<file path="config.mk">
export PLATFORM = sky130hd
export DESIGN_NAME = ddr_deserializer
export DESIGN_NICKNAME = d
export VERILOG_FILES = /design/src/rtl/ddr_deserializer.sv
export SDC_FILE = /design/constraint.sdc
export NUM_CORES = 1
export LEC_CHECK = 0
export ABC_CLOCK_PERIOD_IN_PS = 2100
export CORE_MARGIN = 8
export CORE_UTILIZATION = 25
export DETAILED_ROUTE_END_ITERATION = 10
export GPL_TIMING_DRIVEN = 0
export PLACE_DENSITY = 0.49
export SKIP_CTS_REPAIR_TIMING = 1
export SLEW_MARGIN = 0
export SYNTH_ARGS = -nofsm -noshare
export SYNTH_HDL_FRONTEND = slang
export SYNTH_SLANG_ARGS = --single-unit
</file>
<file path="constraint.sdc">
create_clock -name clk -period 2.1 [get_ports clk]
set_input_delay 0.315 -clock clk [delete_from_list [all_inputs] [get_ports clk]]
set_output_delay 0.315 -clock clk [all_outputs]
set_load 0.02 [all_outputs]
</file>
<file path="src/rtl/ddr_deserializer.sv">
// Dual-edge serial receiver: captures a bit on each clock edge, hunts for SYNC_WORD and
// emits framed WIDTH-bit payload words on a valid/ready port. Define DDR_DESER_ODD_ALIGN_EN to also search falling-edge alignment.
module ddr_deserializer #(
    parameter int              WIDTH       = 8,
    parameter logic [WIDTH-1:0] SYNC_WORD  = 8'hA5,
    parameter int              FRAME_WORDS = 4
) (
    input  logic             clk,
    input  logic             reset_n,
    input  logic             din,
    output logic [WIDTH-1:0] out_data,
    output logic             out_valid,
    input  logic             out_ready,
    output logic             out_first,
    output logic             locked,
    output logic             overflow,
    output logic [7:0]       sync_err_cnt
);

    localparam int HALF = WIDTH / 2;
    localparam int PCW  = (HALF > 1) ? $clog2(HALF) : 1;
    localparam int WCW  = $clog2(FRAME_WORDS + 1);

    localparam logic [0:0] HUNT      = 1'b0;
    localparam logic [0:0] LOCKED_ST = 1'b1;

    logic                 r_rise;
    logic                 r_fall;
    logic [2*WIDTH-1:0]   sr;
    logic [0:0]           state;
    logic [PCW-1:0]       pcnt;
    logic [WCW-1:0]       wcnt;
    logic [WIDTH-1:0]     win0;
    logic [WIDTH-1:0]     word;
    logic                 unused_sr;

    assign win0      = sr[WIDTH-1:0];
    assign locked    = (state == LOCKED_ST);
    assign unused_sr = ^sr[2*WIDTH-1:WIDTH];

`ifdef DDR_DESER_ODD_ALIGN_EN
    logic             phase;
    logic [WIDTH-1:0] win1;
    assign win1 = sr[WIDTH:1];
    assign word = phase ? win1 : win0;
`else
    assign word = win0;
`endif

    always_ff @(negedge clk or negedge reset_n) begin
        if (!reset_n) begin
            r_fall <= 1'b0;
        end else begin
            r_fall <= din;
        end
    end

    // Pair counter lags sr by one edge, so a word is complete in sr when pcnt reaches HALF-1.
    always_ff @(posedge clk or negedge reset_n) begin
        if (!reset_n) begin
            r_rise       <= 1'b0;
            sr           <= '0;
            state        <= HUNT;
            pcnt         <= '0;
            wcnt         <= '0;
            out_data     <= '0;
            out_valid    <= 1'b0;
            out_first    <= 1'b0;
            overflow     <= 1'b0;
            sync_err_cnt <= 8'd0;
`ifdef DDR_DESER_ODD_ALIGN_EN
            phase        <= 1'b0;
`endif
        end else begin
            r_rise <= din;
            sr     <= {sr[2*WIDTH-3:0], r_rise, r_fall};

            if (out_valid && out_ready) begin
                out_valid <= 1'b0;
            end

            case (state)
                HUNT: begin
                    if (win0 == SYNC_WORD) begin
                        state <= LOCKED_ST;
                        pcnt  <= '0;
                        wcnt  <= '0;
`ifdef DDR_DESER_ODD_ALIGN_EN
                        phase <= 1'b0;
                    end else if (win1 == SYNC_WORD) begin
                        state <= LOCKED_ST;
                        pcnt  <= '0;
                        wcnt  <= '0;
                        phase <= 1'b1;
`endif
                    end
                end
                default: begin
                    if (pcnt == PCW'(HALF - 1)) begin
                        pcnt <= '0;
                        if (wcnt == WCW'(FRAME_WORDS)) begin
                            if (word == SYNC_WORD) begin
                                wcnt <= '0;
                            end else begin
                                state <= HUNT;
                                if (sync_err_cnt != 8'hFF) begin
                                    sync_err_cnt <= sync_err_cnt + 8'd1;
                                end
                            end
                        end else begin
                            wcnt <= wcnt + WCW'(1);
                            // A stalled holding register keeps its word; the new one is lost.
                            if (out_valid && !out_ready) begin
                                overflow <= 1'b1;
                            end else begin
                                out_data  <= word;
                                out_first <= (wcnt == '0);
                                out_valid <= 1'b1;
                            end
                        end
                    end else begin
                        pcnt <= pcnt + PCW'(1);
                    end
                end
            endcase
        end
    end

endmodule

</file>
# Word-level counts from Yosys, hierarchy flattened
# Index checks and enable logic that the tools add are counted.
classes:
  n_addsub: 3
  mul: 0
  div: 0
  n_lt_le_gt_ge: 0
  n_eq_ne: 5
  n_shift: 0
  muxes: 16
  bitwise_logic: 3
  reduce_logical: 8
ops:
  columns: ["cell", "n"]
  rows:
  - ["3-bit 2-to-1 mux", 4]
  - ["1-bit 2-to-1 mux", 9]
  - ["8-bit by 1-bit adder with 8-bit output (second input constant)", 1]
  - ["8-bit equality test (second input constant)", 1]
  - ["8-bit != test (second input constant)", 1]
  - ["4-bit AND reduction", 2]
  - ["2-bit 2-to-1 mux", 3]
  - ["5-bit AND reduction", 1]
  - ["3-bit by 1-bit adder with 3-bit output (second input constant)", 1]
  - ["3-bit equality test (second input constant)", 1]
  - ["3-bit logical NOT", 1]
  - ["1-bit inverter", 3]
  - ["2-bit by 1-bit adder with 2-bit output (second input constant)", 1]
  - ["2-bit equality test (second input constant)", 1]
  - ["1-bit logical AND", 2]
  - ["2-bit by 1-bit != test with 1-bit output (second input constant)", 1]
  - ["2-bit nonzero test", 1]
  - ["1-bit logical NOT", 1]
totals:
  register_bits: 35
  latchBits: 0
  ram_bits: 0
  mem_bits_ro: 0
  inputBits: 4
  output_inout_bits: 20
  word_cells: 46
  mem_count: 0

# Depth between registers and ports, before layout
depth:
  ltp_word: 6
  depth_mapped: 7
  depth_no_buf: 6

==> impl_metrics.csv <==
group,metric,value,unit
outcome,outcome,"complete, no violations",
synthesis,synth_area_leader_cell,"dfrtp_1",
detailed_routing,routed_via_density,4.42,
synthesis,synth_edf_count,0,
layout,fin_util,0.334,
die,core_area,0.00554,mm^2
synthesis,syn_inst,110,
synthesis,synthTopCellsByArea,"dfrtp_1 59%, mux2_2 7.8%, ha_1 3.5%, nand3_1 2.8%, nand2_1 2.6%",
synthesis,synth.most_common_cell,"dfrtp_1",
placed_design,place_ws,0.136,ns
global_routing,antenna_found_initial,0,
synthesis,synth_cell_types,32,
sta,post-route-period-util,0.882,
clock_network,clk_pin_slew_worst_paths,0.07,ns
die,std_cell_rows,27,
min_path,hold_class,"input pin to async pin",
sta,fmax,540,MHz
global_routing,grt_overflow_total,0,
placed_design,place_hpwl,1980,um
die,dieArea,0.00849,mm^2
synthesis,yosysWarnings,0,
detailed_routing,dr.pass1.iters,4,
detailed_routing,vias,938,
sta,rsz0062_at_grt,"false",
clock_network,clock_latency,0.29,ns
global_routing,grt.total_usage,0.0695,
synthesis,syn-num-nets,118,
power_and_ir_drop,cellPowerDensity,1020,mW/mm^2
global_routing,grt_start_max_net_pins,36,
sta,timing.final.ws_setup,0.247,ns
placed_design,port_buffers,23,
synthesis,yosysSeqAreaShare,0.604,
worst_setup_path,critical_path_arrival,2.02,ns
synthesis,synthFlopType,"dfrtp_1",
die,ioPinCount,24,
global_routing,grt_pass1_vias,1019,
layout,fin_nets,148,
detailed_routing,wl_met3,232,um
sta,slew_viol_final,0,
global_routing,grt_pass1_wl,4770,um
clock_network,numCtsBuffers,5,
detailed_routing,wl_met2,1170,um
layout,syn2layout_area_growth,27.8,%
synthesis,synth-async-reset-ratio,1.00,
die,initial_core_util,0.262,
placed_design,gp_congestion,0.792,
detailed_routing,drtIter0Drc,45,
worst_setup_path,cpMaxStageDelayCell,"dfrtp_1",
clock_network,cts_tree,"built",
clock_network,clock-sinks,35,
worst_setup_path,max_stage_delay,0.38,ns
clock_network,cts-htree-levels,2,
layout,drive_gt1_frac,0.207,
synthesis,synth_area_per_cell,13.2,um^2
synthesis,synth_area,0.00145,mm^2
worst_setup_path,critPathKind,"register to register",
sta,setup_viol,0,
sta,worstMarginPinSlew,0.779,ns
run,max-cap-violations,0,
worst_setup_path,end_kind,"register",
sta,hold_viol,0,
detailed_routing,top_layer,"met4",
clock_network,cts-root-buf,"clkbuf_8",
detailed_routing,drc,0,
worst_setup_path,cp.required,2.27,ns
detailed_routing,postRouteAntennaNets,0,
worst_setup_path,worstSetupStartpointType,"register",
synthesis,synth_seq_cells,35,
sta,skew,0.00872,ns
worst_setup_path,cp_top_family,"simple AND/OR/NAND/NOR gates",
sta,hold_slack,0.110,ns
detailed_routing,wl_met1,1370,um
power_and_ir_drop,p_leak,0.827,nW
power_and_ir_drop,peakVddDrop,0.000449,V
sta,fin_crit,1.85,ns
detailed_routing,post_drt_wl_per_cell,13.2,um
die,die_y,92.2,um
synthesis,yosys.area.top_type_share,0.587,
layout,diodes,0,
detailed_routing,drt-total-wl,2790,um
worst_setup_path,path_buf_inv,2,
synthesis,ys_top_cells_by_count,"34 x dfrtp_1, 10 x mux2_2, 10 x nand2_1",
clock_network,cts_buffer_depth,2,
worst_setup_path,crit_chain,"inv_1 -> ha_1 -> nand2_1 -> nand3_1 -> nor2b_1 -> buf_2 -> mux2_2",
sta,relSlewSlack,0.481,
die,die_x,92.2,um
worst_setup_path,path_max_fanout,9,
cells by family (layout without fill, tap and decap cells):
kind of cell,Yosys count,count (layout),share of synthesized area
adders and majority gates,4,4,0.0345
xor gates and xnor gates,5,5,0.0302
buffers and inverters,5,35,0.0164
and+or+nand+nor,36,36,0.156
muxes,12,12,0.0949
DFF,35,35,0.604
AOI/OAI and AO/OA,13,13,0.0638
power by group:
part | internal (mW) | switching [mW] | leakage (nW) | total, mW
clock | 0.257 | 0.223 | 0.0470 | 0.480
combinational | 0.278 | 0.268 | 0.324 | 0.546
sequential | 0.800 | 0.0730 | 0.456 | 0.873
per-layer routing:
metal,up-vias,GRT usage
li1,445,-
met1,463,0.0848
met2,28,0.100
met3,2,0.0440
met4,0,0.0161
met5,-,0
flip-flops by register name, summed over array words and instances (netlist names):
name          cells
out_data          8
sr                8
sync_err_cnt      8
wcnt              3
pcnt              2
locked            1
out_first         1
out_valid         1
overflow          1
r_fall            1
r_rise            1
metrics by stage:
stage               cell area [um^2]  total power, mW  TNS, ns  instances
CTS                             1850             1.93        0        212
floorplan                       1450             1.18        0        110
global route                    1850             2.04        0        212
detailed placement              1770             1.44        0        205
finish                          1850             1.90        0        212
global placement                1770             1.42    -1.84        205
cell usage in the layout, fill, tap and decap left out, types with 2 or more instances in the layout:
cell             synthesis  layout
a22o_1                   2       2
a22oi_1                  2       2
and3_2                   2       2
and4bb_2                 2       2
buf_2                    1       2
clkbuf_8                 0       6
clkdlybuf4s50_1          0      22
dfrtp_1                 34      34
ha_1                     4       4
inv_1                    2       2
mux2_2                  10      10
nand2_1                 10      10
nand2b_1                 3       3
nand3_1                  8       8
nand4_1                  2       2
nor2_1                   2       2
nor2b_1                  2       2
o21ai_0                  5       5
xnor2_1                  4       4
worst paths after layout:
path                          from           to  slack, ns  cells past startpoint
max                        wcnt[0]  out_data[1]       0.25                      7
min                        reset_n    out_valid       0.11                      1
max reg2reg                wcnt[0]  out_data[1]       0.25                      7
min reg2reg                 r_rise        sr[1]       0.35                      0
max in group asynchronous  reset_n       r_fall       0.54                      1
min in group clk            r_rise        sr[1]       0.35                      0
layout make-up:
| cell class | count | area [um^2] |
|---|---|---|
| tap | 72 | 90.1 |
| timing repair buffer | 23 | 225 |
| buffer | 3 | 16.3 |
| fill | 562 | 3690 |
| clock buffer | 6 | 82.6 |
| inverter | 2 | 7.51 |
| multi-input combinational | 70 | 551 |
| sequential | 35 | 876 |
| clock inverter | 1 | 5.00 |
(Power assumes the default switching activity.)
